--- config.mk ---
export PLATFORM = sky130hd
export DESIGN_NAME = pipeline_ctrl
export DESIGN_NICKNAME = d
export VERILOG_FILES = /design/src/rtl/pipe_ctrl_pkg.sv /design/src/rtl/hazard_detect.sv /design/src/rtl/pipeline_ctrl.sv
export SDC_FILE = /design/constraint.sdc
export NUM_CORES = 1
export LEC_CHECK = 0
export BUFFER_PORTS_ARGS = -buffer_cell sky130_fd_sc_hd__buf_4
export CORE_UTILIZATION = 45
export DETAILED_ROUTE_END_ITERATION = 10
export PLACE_DENSITY = 0.79
export SYNTH_ARGS = -nofsm -noshare
export SYNTH_HDL_FRONTEND = slang
export SYNTH_HIERARCHICAL = 1
export SYNTH_SLANG_ARGS = --single-unit
--- constraint.sdc ---
create_clock -name clk -period 2.7 [get_ports clk]
set_clock_uncertainty 0.15 [all_clocks]
set_input_delay 0.54 -clock clk [delete_from_list [all_inputs] [get_ports clk]]
set_output_delay 0.54 -clock clk [all_outputs]
set_load 0.03 [all_outputs]
--- src/rtl/pipe_ctrl_pkg.sv ---
// rtl/pipe_ctrl_pkg.sv - shared types and constants for the pipeline stall/flush sequencer
package pipe_ctrl_pkg;

  typedef enum logic [2:0] {
    RUN    = 3'd0,
    DRAIN  = 3'd1,
    HALTED = 3'd2
  } ctrl_state_t;

  localparam logic [4:0] REG_ZERO      = 5'd0;
  localparam int         CNT_W_DEFAULT = 12;

endpackage

--- src/rtl/hazard_detect.sv ---
// rtl/hazard_detect.sv - load-use hazard detection between the ID and EX stages
module hazard_detect
  import pipe_ctrl_pkg::*;
(
  input  logic [4:0] rs_num_id,
  input  logic [4:0] rt_num_id,
  input  logic       uses_rs_id,
  input  logic       uses_rt_id,
  input  logic       MemRead_id_ex,
  input  logic [4:0] regfile_write_num_id_ex,
  output logic       load_use
);

  logic rs_hit;
  logic rt_hit;

  assign rs_hit = uses_rs_id && (rs_num_id == regfile_write_num_id_ex);
  assign rt_hit = uses_rt_id && (rt_num_id == regfile_write_num_id_ex);

  // $0 is hardwired, so a load targeting it never produces a dependency
  assign load_use = MemRead_id_ex && (regfile_write_num_id_ex != REG_ZERO) && (rs_hit || rt_hit);

endmodule

--- src/rtl/pipeline_ctrl.sv ---
// rtl/pipeline_ctrl.sv - stall/flush/freeze sequencer and performance counters for the 5-stage pipeline
module pipeline_ctrl
  import pipe_ctrl_pkg::*;
#(
  parameter int CNT_W        = CNT_W_DEFAULT,
  parameter int DRAIN_CYCLES = 3
) (
  input  logic             clk,
  input  logic             rst,
  input  logic [4:0]       rs_num_id,
  input  logic [4:0]       rt_num_id,
  input  logic             uses_rs_id,
  input  logic             uses_rt_id,
  input  logic             MemRead_id_ex,
  input  logic [4:0]       regfile_write_num_id_ex,
  input  logic             redirect_ex,
  input  logic             halt_id,
  input  logic             mem_req_ex_mem,
  input  logic             mem_ready,
  input  logic             halt_mem_wb,
  output logic             hold_pc,
  output logic             hold_if_id,
  output logic             flush_if_id,
  output logic             hold_id_ex,
  output logic             bubble_id_ex,
  output logic             hold_ex_mem,
  output logic             bubble_mem_wb,
  output logic [2:0]       state,
  output logic             halted,
  output logic [CNT_W-1:0] cycles_counter,
  output logic [CNT_W-1:0] stall_counter,
  output logic [CNT_W-1:0] flush_counter
);

  localparam int DW = (DRAIN_CYCLES > 0) ? $clog2(DRAIN_CYCLES + 1) : 1;

  ctrl_state_t   state_q;
  logic [DW-1:0] drain_cnt;
  logic          load_use;
  logic          mem_wait;

  hazard_detect u_hazard_detect (
    .rs_num_id               (rs_num_id),
    .rt_num_id               (rt_num_id),
    .uses_rs_id              (uses_rs_id),
    .uses_rt_id              (uses_rt_id),
    .MemRead_id_ex           (MemRead_id_ex),
    .regfile_write_num_id_ex (regfile_write_num_id_ex),
    .load_use                (load_use)
  );

  assign mem_wait = mem_req_ex_mem && !mem_ready;
  assign state    = state_q;

  // A MEM wait freezes everything upstream, so redirects and hazards wait until it releases
  always_comb begin
    hold_pc       = 1'b0;
    hold_if_id    = 1'b0;
    flush_if_id   = 1'b0;
    hold_id_ex    = 1'b0;
    bubble_id_ex  = 1'b0;
    hold_ex_mem   = 1'b0;
    bubble_mem_wb = 1'b0;
    halted        = 1'b0;
    if (!rst) begin
      if (state_q == HALTED) begin
        hold_pc       = 1'b1;
        hold_if_id    = 1'b1;
        hold_id_ex    = 1'b1;
        hold_ex_mem   = 1'b1;
        bubble_mem_wb = 1'b1;
        halted        = 1'b1;
      end else if (mem_wait) begin
        hold_pc       = 1'b1;
        hold_if_id    = 1'b1;
        hold_id_ex    = 1'b1;
        hold_ex_mem   = 1'b1;
        bubble_mem_wb = 1'b1;
      end else if (state_q == DRAIN) begin
        hold_pc     = 1'b1;
        flush_if_id = 1'b1;
      end else if (redirect_ex) begin
        flush_if_id  = 1'b1;
        bubble_id_ex = 1'b1;
      end else if (load_use) begin
        hold_pc      = 1'b1;
        hold_if_id   = 1'b1;
        bubble_id_ex = 1'b1;
      end
    end
  end

  always_ff @(posedge clk) begin
    if (rst) begin
      state_q        <= RUN;
      drain_cnt      <= '0;
      cycles_counter <= CNT_W'(1);
      stall_counter  <= '0;
      flush_counter  <= '0;
    end else begin
      case (state_q)
        RUN: begin
          // A halt alongside a redirect is on the wrong path and gets flushed
          if (halt_id && !mem_wait && !redirect_ex) begin
            state_q   <= DRAIN;
            drain_cnt <= DW'(DRAIN_CYCLES);
          end
        end
        DRAIN: begin
          if (halt_mem_wb) begin
            state_q <= HALTED;
          end else if (!mem_wait && (drain_cnt != '0)) begin
            drain_cnt <= drain_cnt - DW'(1);
          end
        end
        HALTED: state_q <= HALTED;
        default: state_q <= RUN;
      endcase

      if ((state_q != HALTED) && !halt_mem_wb && (cycles_counter != '1))
        cycles_counter <= cycles_counter + CNT_W'(1);
      if (hold_pc && (state_q != HALTED) && (stall_counter != '1))
        stall_counter <= stall_counter + CNT_W'(1);
      if (flush_if_id && (flush_counter != '1))
        flush_counter <= flush_counter + CNT_W'(1);

      assert (!((state_q == DRAIN) && (drain_cnt == '0) && !halt_mem_wb));
    end
  end

endmodule

==> results of run 1 <==
==> worst paths after layout <==
check	from	to
max	regfile_write_num_id_ex[1]	hold_pc
min	cycles_counter[6]$_SDFFE_PP0P_	cycles_counter[6]$_SDFFE_PP0P_
max reg2reg	state[0]$_SDFFE_PP0P_	flush_counter[5]$_SDFFE_PP0P_
min reg2reg	cycles_counter[6]$_SDFFE_PP0P_	cycles_counter[6]$_SDFFE_PP0P_
==> routing by layer <==
layer / GRT usage / vias up
li1: - / 1140
met1: 0.243 / 1057
met2: 0.368 / 56
met3: 0.0417 / 14
met4: 0.0959 / 0
met5: 0 / -
==> worst max-delay path, delay by kind of cell <==
kind	cells	cell delay, ns
simple gates	4	0.75
compound gates	2	0.26
xor+xnor	1	0.16
buf+inv	2	0.29
==> cells by family after synthesis <==
kind of cell / Yosys count / synth area share
compound gates: 62 / 0.179
buf+inv: 24 / 0.0506
fa+ha+maj: 8 / 0.0455
mux: 8 / 0.0392
flops: 38 / 0.346
xor+xnor: 11 / 0.0438
simple gates: 114 / 0.295
other cells: 1 / 0.00170
==> power by group <==
group,internal (µW),switching (µW),leakage (µW)
Sequential,598,43.0,0.000307
Clock,277,198,0.0000524
Combinational,214,310,0.000808
==> layout by cell type (no fill, tap or decap), types with 6 or more instances in the layout <==
master,n
or3_1,7
or4_1,14
nor2_1,13
buf_4,78
nand4_1,7
a21oi_1,20
nand2_1,18
nand3_1,18
o311ai_0,6
dfxtp_1,38
ha_1,8
o31ai_1,11
xor2_1,9
inv_1,10
o21ai_0,13
==> per-stage QoR <==
step                      hold slack, ns  setup TNS [ns]  std cells
after detailed placement           0.341          -0.329        397
final                              0.348               0        405
after global routing               0.386          -0.103        405
after CTS                          0.354               0        405
after global placement             0.319          -0.133        397
after floorplan                    0.445               0        266
==> registers in the layout, indices dropped and copies added, names as in the netlist <==
name	count
cycles_counter	12
flush_counter	12
stall_counter	12
state	2
==> repair_timing <==
item	4_1_cts	5_1_grt
setup endpoints to repair	0	2
gates resized for setup	0	6
setup buffers	0	0
hold endpoints to repair	0	0
==> final cells by class <==
type                            instances  area [µm²]  share of cell area
Sequential cell                        38         761               0.258
Inverter                               10        37.5              0.0127
Clock inverter                          1        30.0              0.0102
Clock buffer                            7        76.3              0.0259
Timing Repair Buffer                   78         586               0.199
Multi-Input combinational cell        204        1370               0.466
Tap cell                               67        83.8              0.0285
==> flow_summary.ini, run 1 <==
[timing]
hold_violations = 0
setup_ws_ns = 0.00703
worst_pin_slew_ns = 0.576
timing.final.crit_share = 0.997
max_freq_ghz = 0.371
maxSlewViolCount = 0
finalCriticalPeriod_ns = 2.69
setup_viol_count_final = 0
maxSlewHeadroom = 0.612

[yosys]
synth_largest_area_cell = dfxtp_1
synth_area_um2 = 2200
yosysWarnings = 6
syn_inst = 266
yosysMostFrequentCell = dfxtp_1
synth_cell_type_count = 41
postSynthNetCount = 299
yosys-top-cells-area = dfxtp_1, or4_1, a21oi_1
yosys_most_used_dff = dfxtp_1
async_flop_share = 0
yosys-top-cells-count = dfxtp_1, a21oi_1, nand2_1, nand3_1, or4_1
synth_edf_count = 0
synth_top_cell_area_share = 0.346
ys_ff_latch = 38
avgSynthCellArea_um2 = 8.27
seq_area_frac_synth = 0.346

[global_routing]
antenna_found_initial = 0
grt_start_max_net_pins = 37
grt_use_total = 0.208
overflow = 0
grt_pass1_wl_um = 8750
grt_pass1_vias = 2088

[power_and_ir_drop]
leakage_uw = 0.00117
ir_drop_uv = 332
p_total_uw = 1640
power_density_nw_per_um2 = 557

[flow_run]
cap_violations = 0

[setup_path]
crit_slowest_cell = nor4_1
cp-end-kind = primary output
cp.arrival_ns = 2.00
critPathMaxFanout = 3
crit_chain = buf_4 -> xor2_1 -> nor4_1 -> nand3_1 -> a21oi_2 -> nor2b_4 -> o21ai_0 -> nand2_1 -> buf_4
critPathLaunchType = input port
critical_path.max_stage_delay_ns = 0.34
reg2reg_depth = 6
critPathKind = in2out
crit_path_frequent_cell = buf_4
critPathRequiredTime_ns = 2.01
worst-r2r-setup-slack_ns = 0.26

[drt]
drt-wirelength-per-cell_um = 13.0
routed_wl_um = 5270
dr.pass1.iters = 7
highest_layer = met4
num_vias = 2267
drtAntennaViolNets = 0
route.met3.wl_um = 201
drc_errors = 0
drt-met1-wl_um = 2340
wl_met2_um = 2620
drtIter0Drc = 85
viasPerCell = 5.60

[clock_tree]
clockBufferDepth = 2
cts-htree-levels = 2
clockRootBuffer = clkbuf_8
cts_made_buffers = 5
cts_tree = built
cts_hold_buf = 0
cts_sinks = 38
clk_latency_ns = 0.29
clk_transition_reported_paths_ns = 0.07

[die]
dieArea_um2 = 5170
rows = 25
die_w_um = 71.9
core_area_um2 = 4720
die_h_um = 71.9
start_util = 0.466
ios = 72

[placement]
dp_slack_ns = -0.102
dp_hpwl_um = 3910
io_buffers = 70
globalplace.congestion = 0.884
dpl_cell_area_um2 = 2810

[finish]
drive_gt1_frac = 0.296
area_growth_pct = 33.8
stdcell_area_um2 = 2950
fill_cells = 442
finalNetCount = 370
antennaDiodeCount = 0
utilization = 0.624

[worst_hold_path]
hold_class = reg2reg
min_path_cells = 2

[status]
outcome = complete, no violations
(Power assumes the default switching activity.)
==> inputs of run 2 (changes only) <==
Settings changed: CORE_MARGIN from default to 2, PLACE_DENSITY 0.79 to 0.76, TNS_END_PERCENT from default to 5.
Clock period 2.7 ns to 3.09 ns, I/O delays scaled along.
==> run 2 against run 1 <==
Utilization decreased by 1.7 points. First-iteration DRC count increased by 20%. Worst setup slack improved by 0.24 ns. Cell count decreased by 0.99%. Critical path depth unchanged. Via count decreased by 0.57%. Routed wire length increased by 2.5%. Die area increased by 5.6%. Largest power group unchanged.
==> flow_summary.ini, run 2 (same netlist as run 1, synthesis figures left out) <==
[status]
outcome = complete, no violations

[clock_tree]
cts_sinks = 38
clockRootBuffer = clkbuf_8
post_cts_resized = 0
cts_tree = built
cts_made_buffers = 5
cts-htree-levels = 2
postCtsSetupRepairBufs = 0
clk_transition_reported_paths_ns = 0.07
clockBufferDepth = 2
clk_latency_ns = 0.30
cts_hold_buf = 0

[power_and_ir_drop]
power_density_nw_per_um2 = 474
ir_drop_uv = 245
leakage_uw = 0.00114
p_total_uw = 1360

[setup_path]
cp-end-kind = primary output
cp_top_family = simple AND/OR/NAND/NOR gates
reg2reg_depth = 6
cp.depth = 9
rr_startpoint = state[0]$_SDFFE_PP0P_
crit_buf_inv = 2
critPathKind = in2out
critPathLaunch = regfile_write_num_id_ex[1]
critical_path.max_stage_delay_ns = 0.29
critPathRequiredTime_ns = 2.32
crit_slowest_cell = nor4_1
crit_path_frequent_cell = buf_4
cp.arrival_ns = 2.08
critPathMaxFanout = 3
critPathLaunchType = input port
worst-r2r-setup-slack_ns = 0.41
crit_chain = buf_4 -> xor2_1 -> nor4_1 -> nand3_1 -> a21oi_1 -> nor2b_1 -> o21ai_0 -> nand2_1 -> buf_4
timing.rr.end = flush_counter[11]$_SDFFE_PP0P_

[timing]
max_freq_ghz = 0.351
worst_pin_slew_ns = 0.593
maxSlewHeadroom = 0.604
timing.final.crit_share = 0.921
rsz0062_at_grt = false
maxSlewViolCount = 0
finalCriticalPeriod_ns = 2.85
setup_tns_ns = 0
hold_violations = 0
setup_viol_count_final = 0
hold_slack_ns = 0.340

[finish]
area_growth_pct = 30.1
stdcell_area_um2 = 2860
finalNetCount = 366
final_common_cell = buf_4
utilization = 0.606
final_cell_mix = buf_4, dfxtp_1, a21oi_1
largest_registers = cycles_counter: 12 flops, flush_counter: 12 flops, stall_counter: 12 flops
drive_gt1_frac = 0.272
antennaDiodeCount = 0

[die]
core_area_um2 = 4720
ios = 72
start_util = 0.466
die_w_um = 73.9
die_h_um = 73.9
dieArea_um2 = 5470
rows = 25

[global_routing]
grt_pass1_vias = 1969
global_route.usage.met1 = 0.263
overflow = 0
antenna_found_initial = 0
grt_start_max_net_pins = 22
grt.met3_usage = 0.0379
use_met2 = 0.338
busiest_layer = met2
grt_use_total = 0.206
grt_pass1_wl_um = 8890

[worst_hold_path]
holdCritStartpoint = stall_counter[6]$_SDFFE_PP0P_
holdPathEnd = stall_counter[6]$_SDFFE_PP0P_
hold_class = reg2reg
min_path_cells = 2

[placement]
io_buffers = 70
dpl_cell_area_um2 = 2770
dp_hpwl_um = 3990
globalplace.congestion = 0.806

[drt]
drtAntennaViolNets = 0
drt-wirelength-per-cell_um = 13.5
num_vias = 2254
drtIter0Drc = 102
viasPerCell = 5.62
drc_errors = 0
routed_wl_um = 5400
dr.pass1.iters = 4

[flow_run]
cap_violations = 0
-- run 2: layer usage --
layer | up-vias | part of all wire
met5 | - | 0
met3 | 12 | 0.037
met4 | 0 | 0.023
met1 | 1063 | 0.45
li1 | 1128 | -
met2 | 51 | 0.49
-- run 2: worst max-delay path by stage --
stage,to,slack (ns)
after floorplan,bubble_id_ex,0.10
after global placement,stall_counter[10]$_SDFFE_PP0P_,0.24
after detailed placement,stall_counter[10]$_SDFFE_PP0P_,0.17
after CTS,hold_pc,0.23
after global routing,hold_pc,0.09
final,hold_pc,0.24
-- run 2: final cells by class --
cell class | count | area [µm²]
well taps | 67 | 83.8
inverters | 10 | 37.5
repair buffers | 74 | 556
flip-flops and latches | 38 | 761
multi-input cells | 204 | 1330
fillers | 447 | 1860
clock buffers | 7 | 86.3
clock inverters | 1 | 5.00
-- run 2: metrics by stage --
step / instances / setup WS (ns)
final: 401 / 0.244
after global routing: 401 / 0.0943
after CTS: 401 / 0.231
after detailed placement: 393 / 0.174
after global placement: 393 / 0.243
after floorplan: 266 / 0.103
-- run 2: worst min-delay path, delay by kind of cell (launching register included) --
| kind | cells | cell delay (ns) |
|---|---|---|
| DFF | 1 | 0.34 |
| and+or+nand+nor | 1 | 0.06 |
| muxes | 1 | 0.05 |
-- run 2: report_power, final --
| group | internal [µW] | leakage [µW] | switching, µW | total (µW) |
|---|---|---|---|---|
| Sequential | 523 | 0.000307 | 42.9 | 566 |
| Combinational | 172 | 0.000781 | 257 | 429 |
| Clock | 180 | 0.0000482 | 181 | 361 |
| Total | 875 | 0.00114 | 481 | 1360 |
==> inputs of run 3 (changes only) <==
Settings changed: CELL_PAD_IN_SITES_DETAIL_PLACEMENT from default to 1, CELL_PAD_IN_SITES_GLOBAL_PLACEMENT from default to 2, CORE_UTILIZATION 45 to 28, PLACE_DENSITY 0.76 to 0.82.
==> run 3 against run 2 <==
Non-clock buffer count did not move. Critical path depth unchanged. Flip-flop and latch count unchanged. Clock power is 1% lower. Design area grew 1.5%. First-iteration DRC count shrank 49%. Utilization is 23 points lower. Fmax fell by 0.46%. Largest power group unchanged. Cell count up 8.7%. Die area up 57%. Power up 0.57%. Sequential share of layout area decreased by 0.40 points.
==> flow_summary.ini, run 3 (same netlist as run 1, synthesis figures left out) <==
[finish]
final_common_cell = buf_4
largest_registers = cycles_counter: 12 flops, flush_counter: 12 flops, stall_counter: 12 flops
area_growth_pct = 32.1
stdcell_area_um2 = 2910
final_cell_mix = buf_4, dfxtp_1, a21oi_1
utilization = 0.378
finalNetCount = 366
antennaDiodeCount = 0
drive_gt1_frac = 0.272

[clock_tree]
cts_tree = built
cts_made_buffers = 5
cts_sinks = 38
cts-htree-levels = 2
clockBufferDepth = 2
cts_hold_buf = 0
clk_latency_ns = 0.28
clockRootBuffer = clkbuf_8
postCtsSetupRepairBufs = 0
post_cts_resized = 0
clk_transition_reported_paths_ns = 0.08

[drt]
dr.pass1.iters = 3
drc_errors = 0
drtAntennaViolNets = 0
viasPerCell = 5.12
routed_wl_um = 6370
num_vias = 2232
drtIter0Drc = 52
drt-wirelength-per-cell_um = 14.6

[placement]
globalplace.congestion = 0.814
dpl_cell_area_um2 = 2820
io_buffers = 70
dp_hpwl_um = 4840

[timing]
maxSlewViolCount = 0
max_freq_ghz = 0.350
timing.final.crit_share = 0.925
hold_violations = 0
setup_tns_ns = 0
rsz0062_at_grt = false
maxSlewHeadroom = 0.557
worst_pin_slew_ns = 0.658
setup_viol_count_final = 0
finalCriticalPeriod_ns = 2.86

[die]
die_h_um = 92.7
start_util = 0.286
rows = 32
die_w_um = 92.7
ios = 72
core_area_um2 = 7690
dieArea_um2 = 8580

[setup_path]
cp.arrival_ns = 2.09
critPathRequiredTime_ns = 2.32
critPathMaxFanout = 3
crit_slowest_cell = nor4_2
cp-end-kind = primary output
critical_path.max_stage_delay_ns = 0.29
crit_buf_inv = 2
critPathLaunchType = input port
crit_chain = buf_4 -> xor2_1 -> nor4_2 -> nand3_1 -> a21oi_1 -> nor2b_1 -> o21ai_0 -> nand2_1 -> buf_4
crit_path_frequent_cell = buf_4
cp_top_family = simple AND/OR/NAND/NOR gates
critPathKind = in2out

[global_routing]
grt_pass1_wl_um = 10700
overflow = 0
grt_use_total = 0.152
grt_pass1_vias = 2256
grt_start_max_net_pins = 36
antenna_found_initial = 0

[status]
outcome = complete, no violations

[power_and_ir_drop]
p_total_uw = 1360
power_density_nw_per_um2 = 469
ir_drop_uv = 196
leakage_uw = 0.00114

[flow_run]
cap_violations = 0

[worst_hold_path]
hold_class = reg2reg
-- run 3: layout make-up --
cell class | count | area (µm²)
inverter | 10 | 37.5
timing repair buffer | 74 | 556
sequential | 38 | 761
clock inverter | 1 | 5.00
tap | 102 | 128
clock buffer | 7 | 86.3
multi-input combinational | 204 | 1330
fill | 968 | 4780
-- run 3: path summary, 6_finish.rpt --
check / cells past startpoint / from / to / slack, ns
worst max-delay path: 9 / regfile_write_num_id_ex[0] / hold_pc / 0.23
worst min-delay path: 2 / stall_counter[6]$_SDFFE_PP0P_ / stall_counter[6]$_SDFFE_PP0P_ / 0.33
worst max register to register: 6 / state[0]$_SDFFE_PP0P_ / flush_counter[5]$_SDFFE_PP0P_ / 0.41
worst min register to register: 2 / stall_counter[6]$_SDFFE_PP0P_ / stall_counter[6]$_SDFFE_PP0P_ / 0.33
-- run 3: stage by stage --
step	instances	hold slack, ns	setup slack, ns
after floorplan	266	0.445	0.103
after global placement	428	0.324	0.185
after detailed placement	428	0.324	0.158
after CTS	436	0.338	0.224
after global routing	436	0.357	0.0772
final	436	0.333	0.231
-- run 3: worst reg2reg max path, delay by kind of cell, from the launching register on --
family                     cells  cell delay [ns]
and+or+nand+nor                3             1.51
DFF                            1             0.41
adders and majority gates      1             0.29
AOI/OAI and AO/OA              1             0.15
buffers and inverters          1             0.11
-- run 3: power by group --
group	switching [µW]	internal [µW]
registers	42.8	523
logic	267	175
clock network	176	180
-- run 3: routing by layer --
metal | up-vias | global-route usage | part of all wire
met5 | - | 0 | 0
met2 | 28 | 0.283 | 0.51
met1 | 1077 | 0.179 | 0.46
met4 | 0 | 0.0294 | 0.0053
li1 | 1125 | - | -
met3 | 2 | 0.0317 | 0.026
